$ cat src/rtl/main_controller.sv
// Washing machine top-level sequencer.
//
// Runs the wash cycle FSM (fill, heat, wash, drain, rinse, spin), holds the selected
// temperature and spin code, times each phase and watches three fault monitors
// (water flow, drainage, vibration). One clock cycle is 200 ms.
//
// Ports:
//   clk, reset                  clock, asynchronous active-low reset
//   start, stop, pause,
//   continue_signal             user buttons, level-sampled
//   door_locked, clothes_loaded door latch / load present
//   load_weight[7:0]            load weight, accepted when 0 < w <= MAX_LOAD
//   vibration_sensor            1 = excessive vibration
//   temperature_adc_sensor[6:0] water temperature in degC
//   wash_mode[2:0]              programme select, latched by confirm_wash_mode
//   change_temperature,
//   change_spin_speed           manual selection steps on rising edge (START only)
//   water_level_sensor[9:0]     water level
//   cycle_complete_led, door_lock, water_valve, heater, drain_pump
//   drum_motor[3:0]             drum speed level, 0 = off
//   water_flow_error_led, drainage_error_led, vibration_error_led  latched faults
module main_controller #(
  parameter int unsigned MAX_LOAD      = 200,
  parameter int unsigned WASH_CYCLES   = 30,
  parameter int unsigned RINSE_CYCLES  = 20,
  parameter int unsigned SPIN_CYCLES   = 20,
  parameter int unsigned FILL_TIMEOUT  = 50,
  parameter int unsigned DRAIN_TIMEOUT = 50,
  parameter int unsigned VIB_LIMIT     = 10,
  parameter int unsigned EMPTY_LEVEL   = 10
) (
  input  logic       clk,
  input  logic       reset,
  input  logic       start,
  input  logic       stop,
  input  logic       pause,
  input  logic       continue_signal,
  input  logic       door_locked,
  input  logic       clothes_loaded,
  input  logic [7:0] load_weight,
  input  logic       vibration_sensor,
  input  logic [6:0] temperature_adc_sensor,
  input  logic [2:0] wash_mode,
  input  logic       confirm_wash_mode,
  input  logic       change_temperature,
  input  logic       change_spin_speed,
  input  logic [9:0] water_level_sensor,
  output logic       cycle_complete_led,
  output logic       door_lock,
  output logic       water_valve,
  output logic       heater,
  output logic       drain_pump,
  output logic [3:0] drum_motor,
  output logic       water_flow_error_led,
  output logic       drainage_error_led,
  output logic       vibration_error_led
);

  typedef enum logic [3:0] {
    StIdle        = 4'd0,
    StStart       = 4'd1,
    StFillInitial = 4'd2,
    StHeat        = 4'd3,
    StWash        = 4'd4,
    StDrainWash   = 4'd5,
    StFillRinse   = 4'd6,
    StRinse       = 4'd7,
    StDrainRinse  = 4'd8,
    StSpin        = 4'd9,
    StComplete    = 4'd10,
    StPaused      = 4'd11,
    StStopDrain   = 4'd12,
    StError       = 4'd13
  } state_e;

  localparam logic [7:0] MaxLoad      = 8'(MAX_LOAD);
  localparam logic [7:0] WashLast     = 8'(WASH_CYCLES - 1);
  localparam logic [7:0] RinseLast    = 8'(RINSE_CYCLES - 1);
  localparam logic [7:0] SpinLast     = 8'(SPIN_CYCLES - 1);
  localparam logic [7:0] FillTimeout  = 8'(FILL_TIMEOUT);
  localparam logic [7:0] DrainTimeout = 8'(DRAIN_TIMEOUT);
  localparam logic [7:0] VibLimit     = 8'(VIB_LIMIT);
  localparam logic [9:0] EmptyLevel   = 10'(EMPTY_LEVEL);

  state_e     r_state, r_prev_state;
  logic [7:0] r_timer, r_fill_cnt, r_drain_cnt, r_vib_cnt;
  logic [6:0] r_sel_temp;
  logic [1:0] r_spin_code;
  logic       r_chg_temp_q, r_chg_spin_q;

  state_e     w_state_next, w_prev_next;
  logic [7:0] w_timer_next, w_fill_cnt_next, w_drain_cnt_next, w_vib_cnt_next;
  logic [6:0] w_sel_temp_next;
  logic [1:0] w_spin_code_next;

  logic [10:0] w_target_raw;
  logic [9:0]  w_fill_target;
  logic        w_filled, w_empty, w_in_fill, w_in_drain, w_in_run;
  logic        w_flow_err, w_drain_err, w_vib_err;
  logic        w_temp_rise, w_spin_rise;

  // Fill target 200 + 2*weight, saturated at 1000.
  assign w_target_raw  = 11'd200 + {2'b00, load_weight, 1'b0};
  assign w_fill_target = (w_target_raw > 11'd1000) ? 10'd1000 : w_target_raw[9:0];
  assign w_filled      = water_level_sensor >= w_fill_target;
  assign w_empty       = water_level_sensor <= EmptyLevel;

  assign w_in_fill  = (r_state == StFillInitial) || (r_state == StFillRinse);
  assign w_in_drain = (r_state == StDrainWash) || (r_state == StDrainRinse) ||
                      (r_state == StStopDrain);
  assign w_in_run   = (r_state >= StFillInitial) && (r_state <= StSpin);

  assign w_flow_err  = w_in_fill && !w_filled && ((r_fill_cnt + 8'd1) >= FillTimeout);
  assign w_drain_err = w_in_drain && !w_empty && ((r_drain_cnt + 8'd1) >= DrainTimeout);
  assign w_vib_err   = (r_state == StSpin) && vibration_sensor &&
                       ((r_vib_cnt + 8'd1) >= VibLimit);

  assign w_temp_rise = change_temperature && !r_chg_temp_q;
  assign w_spin_rise = change_spin_speed && !r_chg_spin_q;

  function automatic logic [6:0] step_temp(input logic [6:0] t);
    case (t)
      7'd20:   step_temp = 7'd30;
      7'd30:   step_temp = 7'd40;
      7'd40:   step_temp = 7'd60;
      7'd60:   step_temp = 7'd90;
      default: step_temp = 7'd20;
    endcase
  endfunction

  always_comb begin
    w_state_next     = r_state;
    w_prev_next      = r_prev_state;
    w_timer_next     = r_timer;
    w_fill_cnt_next  = r_fill_cnt;
    w_drain_cnt_next = r_drain_cnt;
    w_vib_cnt_next   = r_vib_cnt;
    w_sel_temp_next  = r_sel_temp;
    w_spin_code_next = r_spin_code;

    unique case (r_state)
      StIdle: begin
        if (start && clothes_loaded && door_locked && (load_weight != 8'd0) &&
            (load_weight <= MaxLoad)) begin
          w_state_next = StStart;
        end
      end
      StStart: begin
        if (w_temp_rise) w_sel_temp_next = step_temp(r_sel_temp);
        if (w_spin_rise) w_spin_code_next = r_spin_code + 2'd1;
        if (stop) begin
          w_state_next = StIdle;
        end else if (confirm_wash_mode) begin
          // Programme defaults override any manual step taken this cycle.
          case (wash_mode)
            3'd1:    begin w_sel_temp_next = 7'd30; w_spin_code_next = 2'd1; end
            3'd2:    begin w_sel_temp_next = 7'd20; w_spin_code_next = 2'd0; end
            3'd3:    begin w_sel_temp_next = 7'd30; w_spin_code_next = 2'd3; end
            3'd4:    begin w_sel_temp_next = 7'd60; w_spin_code_next = 2'd3; end
            default: begin w_sel_temp_next = 7'd40; w_spin_code_next = 2'd2; end
          endcase
          w_state_next = StFillInitial;
        end
      end
      StFillInitial, StFillRinse: begin
        if (w_filled) begin
          w_fill_cnt_next = '0;
          if (r_state == StFillInitial) w_state_next = StHeat;
          else begin
            w_state_next = StRinse;
            w_timer_next = '0;
          end
        end else begin
          w_fill_cnt_next = r_fill_cnt + 8'd1;
        end
      end
      StHeat: begin
        if (temperature_adc_sensor >= r_sel_temp) begin
          w_state_next = StWash;
          w_timer_next = '0;
        end
      end
      StWash: begin
        if (r_timer == WashLast) begin
          w_state_next = StDrainWash;
          w_timer_next = '0;
        end else begin
          w_timer_next = r_timer + 8'd1;
        end
      end
      StRinse: begin
        if (r_timer == RinseLast) begin
          w_state_next = StDrainRinse;
          w_timer_next = '0;
        end else begin
          w_timer_next = r_timer + 8'd1;
        end
      end
      StDrainWash, StDrainRinse, StStopDrain: begin
        if (w_empty) begin
          w_drain_cnt_next = '0;
          if (r_state == StDrainWash) w_state_next = StFillRinse;
          else if (r_state == StDrainRinse) begin
            w_state_next = StSpin;
            w_timer_next = '0;
          end else w_state_next = StIdle;
        end else begin
          w_drain_cnt_next = r_drain_cnt + 8'd1;
        end
      end
      StSpin: begin
        w_vib_cnt_next = vibration_sensor ? (r_vib_cnt + 8'd1) : 8'd0;
        if (r_timer == SpinLast) begin
          w_state_next   = StComplete;
          w_timer_next   = '0;
          w_vib_cnt_next = '0;
        end else begin
          w_timer_next = r_timer + 8'd1;
        end
      end
      StComplete: begin
        if (!start && !door_locked) w_state_next = StIdle;
      end
      StPaused: begin
        if (continue_signal) w_state_next = r_prev_state;
      end
      StError: begin
        // Only reset leaves ERROR.
      end
      default: w_state_next = StIdle;
    endcase

    // Priority: fault > stop > pause > the normal transition above.
    if (w_flow_err || w_drain_err || w_vib_err) begin
      w_state_next = StError;
    end else if (stop && (w_in_run || (r_state == StPaused))) begin
      w_state_next     = StStopDrain;
      w_timer_next     = '0;
      w_fill_cnt_next  = '0;
      w_drain_cnt_next = '0;
      w_vib_cnt_next   = '0;
    end else if (pause && w_in_run) begin
      // Freeze the phase timer and monitors so continue resumes where it left off.
      w_state_next     = StPaused;
      w_prev_next      = r_state;
      w_timer_next     = r_timer;
      w_fill_cnt_next  = r_fill_cnt;
      w_drain_cnt_next = r_drain_cnt;
      w_vib_cnt_next   = r_vib_cnt;
    end
  end

  always_ff @(posedge clk or negedge reset) begin
    if (!reset) begin
      r_state              <= StIdle;
      r_prev_state         <= StIdle;
      r_timer              <= '0;
      r_fill_cnt           <= '0;
      r_drain_cnt          <= '0;
      r_vib_cnt            <= '0;
      r_sel_temp           <= 7'd40;
      r_spin_code          <= 2'd0;
      r_chg_temp_q         <= 1'b0;
      r_chg_spin_q         <= 1'b0;
      cycle_complete_led   <= 1'b0;
      door_lock            <= 1'b0;
      water_valve          <= 1'b0;
      heater               <= 1'b0;
      drain_pump           <= 1'b0;
      drum_motor           <= 4'd0;
      water_flow_error_led <= 1'b0;
      drainage_error_led   <= 1'b0;
      vibration_error_led  <= 1'b0;
    end else begin
      r_state      <= w_state_next;
      r_prev_state <= w_prev_next;
      r_timer      <= w_timer_next;
      r_fill_cnt   <= w_fill_cnt_next;
      r_drain_cnt  <= w_drain_cnt_next;
      r_vib_cnt    <= w_vib_cnt_next;
      r_sel_temp   <= w_sel_temp_next;
      r_spin_code  <= w_spin_code_next;
      r_chg_temp_q <= change_temperature;
      r_chg_spin_q <= change_spin_speed;

      // Outputs registered from the state being entered.
      cycle_complete_led <= (w_state_next == StComplete);
      water_valve <= ((w_state_next == StFillInitial) || (w_state_next == StFillRinse)) &&
                     !w_filled;
      heater      <= (w_state_next == StHeat) && (temperature_adc_sensor < w_sel_temp_next);
      drain_pump  <= (w_state_next == StDrainWash) || (w_state_next == StDrainRinse) ||
                     (w_state_next == StSpin) || (w_state_next == StStopDrain) ||
                     ((w_state_next == StError) && !w_empty);
      door_lock   <= ((w_state_next >= StFillInitial) && (w_state_next <= StSpin)) ||
                     (w_state_next == StPaused) || (w_state_next == StStopDrain) ||
                     ((w_state_next == StError) && !w_empty);
      if ((w_state_next == StWash) || (w_state_next == StRinse)) begin
        drum_motor <= 4'd3;
      end else if (w_state_next == StSpin) begin
        drum_motor <= 4'd8 + {1'b0, w_spin_code_next, 1'b0};
      end else begin
        drum_motor <= 4'd0;
      end

      water_flow_error_led <= water_flow_error_led | w_flow_err;
      drainage_error_led   <= drainage_error_led | w_drain_err;
      vibration_error_led  <= vibration_error_led | w_vib_err;
    end
  end

endmodule

$ cat config.mk
export PLATFORM = sky130hd
export DESIGN_NAME = main_controller
export DESIGN_NICKNAME = d
export VERILOG_FILES = /design/src/rtl/main_controller.sv
export SDC_FILE = /design/constraint.sdc
export NUM_CORES = 1
export LEC_CHECK = 0
export BUFFER_PORTS_ARGS = -buffer_cell sky130_fd_sc_hd__clkbuf_2
export CORE_MARGIN = 2
export CORE_UTILIZATION = 40
export CTS_CLUSTER_DIAMETER = 200
export CTS_CLUSTER_SIZE = 40
export DETAILED_ROUTE_END_ITERATION = 10
export MAX_ROUTING_LAYER = met4
export PLACE_DENSITY_LB_ADDON = 0.2
export SYNTH_ARGS = -nofsm -noshare
export SYNTH_HDL_FRONTEND = slang
export SYNTH_SLANG_ARGS = --single-unit
$ cat constraint.sdc
create_clock -name clk -period 4.9 [get_ports clk]
set_input_delay 0.49 -clock clk [delete_from_list [all_inputs] [get_ports clk]]
set_output_delay 0.49 -clock clk [all_outputs]
set_load 0.01 [all_outputs]
==> results of run 1 <==
==> layer usage <==
layer	routed length, um	vias up	track usage
li1	-	2224	-
met1	5860	2187	0.263
met2	6210	115	0.335
met3	539	17	0.0450
met4	156	0	0.0587
met5	0	-	-
==> cell usage in the layout (no fill, tap or decap), drive strengths merged, types with 19 or more instances in the layout <==
cell / count
inv: 38
nor2: 40
ha: 33
dfrtp: 61
o21ai: 47
clkbuf: 62
a21oi: 27
nor3: 19
nand2: 57
nand2b: 26
nand3: 20
==> flip-flops by register name, summed over array words and instances (netlist names), 2 cells and up <==
name	cells
r_drain_cnt	8
r_fill_cnt	8
r_vib_cnt	8
r_prev_state	4
drum_motor	4
r_spin_code	2
r_sel_temp	7
r_state	4
r_timer	8
==> final cells by class <==
type	count	area [um^2]
Tap cell	168	210
Clock inverter	4	45.0
Timing Repair Buffer	54	278
Clock buffer	12	256
Inverter	38	143
Sequential cell	63	1580
Multi-Input combinational cell	454	3190
Fill cell	1185	6410
==> power groups by stage <==
stage / clock network, W / registers [W] / logic [W]
final: 0.000652 / 0.000842 / 0.00124
after global routing: 0.000688 / 0.000865 / 0.00140
after CTS: 0.000670 / 0.000836 / 0.00124
after detailed placement: 0 / 0.000844 / 0.00123
after global placement: 0 / 0.000842 / 0.00121
after floorplan: 0 / 0.000752 / 0.00101
==> kinds of logic (layout without fill, tap and decap cells) <==
family | after synthesis | in the layout | synth area share
AO/OA/AOI/OAI | 169 | 169 | 0.253
XOR/XNOR | 13 | 13 | 0.0227
adder cells (fa/ha/maj) | 33 | 33 | 0.0822
buffers and inverters | 58 | 108 | 0.0503
flip-flops | 63 | 63 | 0.314
multiplexers | 5 | 5 | 0.0107
AND/OR/NAND/NOR | 234 | 234 | 0.266
==> stage by stage <==
stage	instances	hold slack [ps]
2_1_floorplan	575	194
3_3_place_gp	777	454
3_5_place_dp	777	455
4_1_cts	793	261
5_1_grt	793	260
6_report	793	273
==> Yosys cell counts, drive strengths merged (4+ instances only) <==
library cell,count
a21o,7
o221ai,4
a21oi,27
nor3,19
nor4,7
o22ai,7
clkbuf,13
nand4,6
nand2,57
nand2b,26
or3,7
buf,7
a31oi,4
o21a,4
dfrtp,61
a211oi,6
nand3,20
xor2,6
ha,33
a2111oi,5
nand3b,6
nor2b,9
nor3b,5
o41ai,7
a211o,4
o21ai,47
a22o,8
o2bb2ai,4
xnor2,7
nor2,40
and3,10
inv,38
==> worst max-delay path by stage <==
| stage | from | to | slack [ps] |
|---|---|---|---|
| final | load_weight[2] | r_drain_cnt[2] | 1310 |
| after global routing | load_weight[2] | r_drain_cnt[2] | 1040 |
| after CTS | load_weight[2] | r_drain_cnt[2] | 1330 |
| after detailed placement | load_weight[2] | r_drain_cnt[2] | 980 |
| after global placement | load_weight[2] | r_fill_cnt[4] | 1130 |
| after floorplan | load_weight[2] | r_timer[0] | 1550 |
==> metrics.cfg, run 1 <==
[cts]
cts_buffers=9
htree_levels=3
path_clk_slew_ps=50
tritoncts=yes
post_cts_buffers=0
cts_sinks=63
clock-root-buffer=clkbuf_16
ctsResizeCount=0
clockBufferDepth=2
clk_latency_ps=340
cts_hold_buf=0

[sta]
setup-violations-final=0
worst_slack_ps=1310
finalCritPeriodShare=0.733
slew_headroom=0.404
final.setup.tns_ps=0
rsz0062_at_grt=false
clock-skew-final_ps=7.28
finalHoldViolCount=0
fmaxAchievable_ghz=0.279
slew_viol_final=0
tightest_slew_ps=888
period_needed_ps=3590

[min_path]
hp-class=input port to register
hp-start=change_temperature
min_to=r_chg_temp_q
hold_path_depth=1

[pwr]
combinationalPowerShare=0.453
p_leak_nw=2.48
power_frac_seq=0.308
max-vdd-ir-drop_uv=267
switching_share=0.428
switching_power_w=0.00117
internal-power_w=0.00156
clkPwrFrac=0.239
power.density_nw_per_um2=479
p_total_w=0.00273

[synth]
synth_edf_count=0
yosysTopAreaCellShare=0.304
synth_cell_type_count=97
synth_area_leaders=dfrtp_1 30%, ha_1 8.2%, nand2_1 4.2%
synth_flop_cell=dfrtp_1
yosys_warnings=0
ys_async_sr_fraction=1.00
syn-num-nets=648
synthCells=575
avgSynthCellArea_um2=8.73
netlist.top_cell.by_area=dfrtp_1
ys_ff_latch=63
syn-cell-area_um2=5020
synth-seq-area-share=0.314

[placement]
numPortBuffers=51
place_ws_ps=983
place.detailed.hpwl_mm=9.40
place_congestion=0.988
place_area_um2=5400

[die]
dieWidth_um=116
pin_count=52
core_um2=12100
initial_core_util=0.415
die_y_um=116
fp.dieArea_um2=13500
num_rows=40

[route]
wl_per_cell_um=16.1
initialDrtViolationCount=332
wirelength_mm=12.8
viasPerCell=5.73
drtPass1Iterations=6
drc=0
ant_nets=0
vias=4543

[status]
status=finished clean

[worst_setup_path]
worstPathRequired_ps=5170
reg2reg_from=r_state[1]
worst_setup_path_start_kind=input port
r2r-end=heater
slowest_stage=o41ai_1
crit_type=input port to register
critical_path_peak_fanout=27
r2r_slack_ps=1480
crit_chain=clkbuf_2, ha_1, a21oi_1, xnor2_1, ha_1, a211oi_1, nand2_1, o41ai_1, o211ai_1, nand4_4, nor2_8, o41ai_1, a22o_1
cp_top_family=compound AO/OA/AOI/OAI gates
critPathArrivalTime_ps=3860
critPathCaptureType=register
rr_worst_depth=12
worst-path-stages=13
slowest_delay_ps=680
path_buf_inv=1

[layout]
final_cell_area_um2=5700
antennaDiodeCount=0
finish.utilization=0.471
syn2layout_area_growth_pct=13.5
final_nets=693
final_layout_size_suffix_gt1_frac=0.179

[flow_run]
drv_cap=0

[global_route]
grt_pass1_wl_mm=21.2
antenna_found_initial=0
first_global_vias=4383
grt-ovfl-total=0
grt_util_all_layers=0.207
grt_max_degree=64

(Power assumes the default switching activity.)
==> run 2: changes to the inputs <==
==> constraint.sdc (replaced) <==
create_clock -name clk -period 3 [get_ports clk]
set_input_delay 0.3 -clock clk [delete_from_list [all_inputs] [get_ports clk]]
set_output_delay 0.3 -clock clk [all_outputs]
set_load 0.01 [all_outputs]
==> metrics.cfg, run 2 (same netlist as run 1, synthesis figures left out) <==
[worst_setup_path]
slowest_stage=dfstp_2
path_buf_inv=1
cp_top_family=compound AO/OA/AOI/OAI gates
critPathArrivalTime_ps=3070
slowest_delay_ps=550
worst-path-stages=14
r2r-end=heater
reg2reg_from=r_sel_temp[5]
critical_path_peak_fanout=4
worst_setup_path_start_kind=register
cp-startpoint=r_sel_temp[5]
worstPathRequired_ps=3260
rr_worst_depth=14
critPathCaptureType=register
crit_type=register to register
r2r_slack_ps=190
crit_chain=inv_1, nor4_2, a21oi_1, nor4_2, o21a_1, o31ai_2, o221ai_2, ha_1, o21ai_0, a21oi_1, o21a_1, o21ai_2, a21oi_1, nor4_2

[layout]
final_cell_mix=60 x dfrtp_1, 56 x nand2_1, 54 x buf_4
finish.utilization=0.515
final_nets=746
syn2layout_area_growth_pct=24.1
final_layout_size_suffix_gt1_frac=0.270
antennaDiodeCount=0
fill_cells=1156
layout_commonest_cell=dfrtp_1

[die]
num_rows=40
dieWidth_um=116
fp.dieArea_um2=13500
pin_count=52
core_um2=12100
die_y_um=116
initial_core_util=0.415

[pwr]
switching_share=0.418
switching_power_w=0.00209
combinationalPowerShare=0.533
p_leak_nw=2.74
internal-power_w=0.00290
power_frac_seq=0.254
power.density_nw_per_um2=801
p_total_w=0.00499
max-vdd-ir-drop_uv=376
clkPwrFrac=0.213

[global_route]
grt_util_all_layers=0.220
antenna_found_initial=0
grt_max_degree=38
grt_pass1_wl_mm=22.5
grt-ovfl-total=0
first_global_vias=4654

[placement]
place.detailed.hpwl_mm=10.2
numPortBuffers=51
place_congestion=0.872

[min_path]
hp-class=input port to asynchronous set/reset pin

[route]
wirelength_mm=13.4
drc=0
ant_nets=0
wl_per_cell_um=15.8
initialDrtViolationCount=239
vias=4706
viasPerCell=5.56
drtPass1Iterations=6

[sta]
slew_headroom=0.491
fmaxAchievable_ghz=0.356
clock-skew-final_ps=7.80
finalCritPeriodShare=0.936
setup-violations-final=0
period_needed_ps=2810
finalHoldViolCount=0
tightest_slew_ps=764
slew_viol_final=0

[cts]
path_clk_slew_ps=60
clk_latency_ps=350
cts_sinks=63
clock-root-buffer=clkbuf_16
tritoncts=yes
clockBufferDepth=2
htree_levels=3
cts_buffers=9

[flow_run]
drv_cap=0

[status]
status=finished clean

## run 2: final cells by class
class	instances	area, um^2	area share
multi-input combinational	454	3310	0.531
sequential	63	1580	0.254
timing repair buffer	107	692	0.111
clock buffer	9	225	0.0361
tap	168	210	0.0337
inverter	38	143	0.0229
clock inverter	7	72.6	0.0116
## run 2: worst max-delay path by stage
stage,endpoint,slack (ps)
6_report,heater,190
5_1_grt,heater,-10
4_1_cts,heater,30
3_5_place_dp,drum_motor[1],-230
3_3_place_gp,heater,-130
2_1_floorplan,r_timer[0],50
## run 2: power groups by stage
| stage | registers, W | logic, W | clock network, W |
|---|---|---|---|
| 2_1_floorplan | 0.00123 | 0.00165 | 0 |
| 3_3_place_gp | 0.00125 | 0.00248 | 0 |
| 3_5_place_dp | 0.00126 | 0.00253 | 0 |
| 4_1_cts | 0.00125 | 0.00254 | 0.00110 |
| 5_1_grt | 0.00130 | 0.00297 | 0.00114 |
| 6_report | 0.00127 | 0.00266 | 0.00106 |
## run 2: stage by stage
stage               setup TNS, ps  setup WS, ps  instances  hold slack, ps  cell area [um^2]
floorplan                       0          52.5        575            4.41              5030
global placement             -768          -127        827             419              5800
detailed placement          -4510          -230        827             411              5800
CTS                             0          27.8        843            35.3              6100
global route                -10.6         -10.6        846            57.1              6230
finish                          0           193        846            20.3              6230
## run 2: what timing repair did
item | in CTS | in global routing
buffers inserted | 0 | 3
resized for setup | 1 | 22
endpoints found under the setup margin | 1 | 37
pin swaps | 0 | 9
hold buffers | 0 | 0
## run 2: layer usage
| layer | wire, um | global-route usage | vias up |
|---|---|---|---|
| li1 | - | - | 2332 |
| met3 | 475 | 0.0439 | 26 |
| met2 | 6500 | 0.355 | 82 |
| met4 | 268 | 0.0786 | 0 |
| met5 | 0 | - | - |
| met1 | 6150 | 0.275 | 2266 |
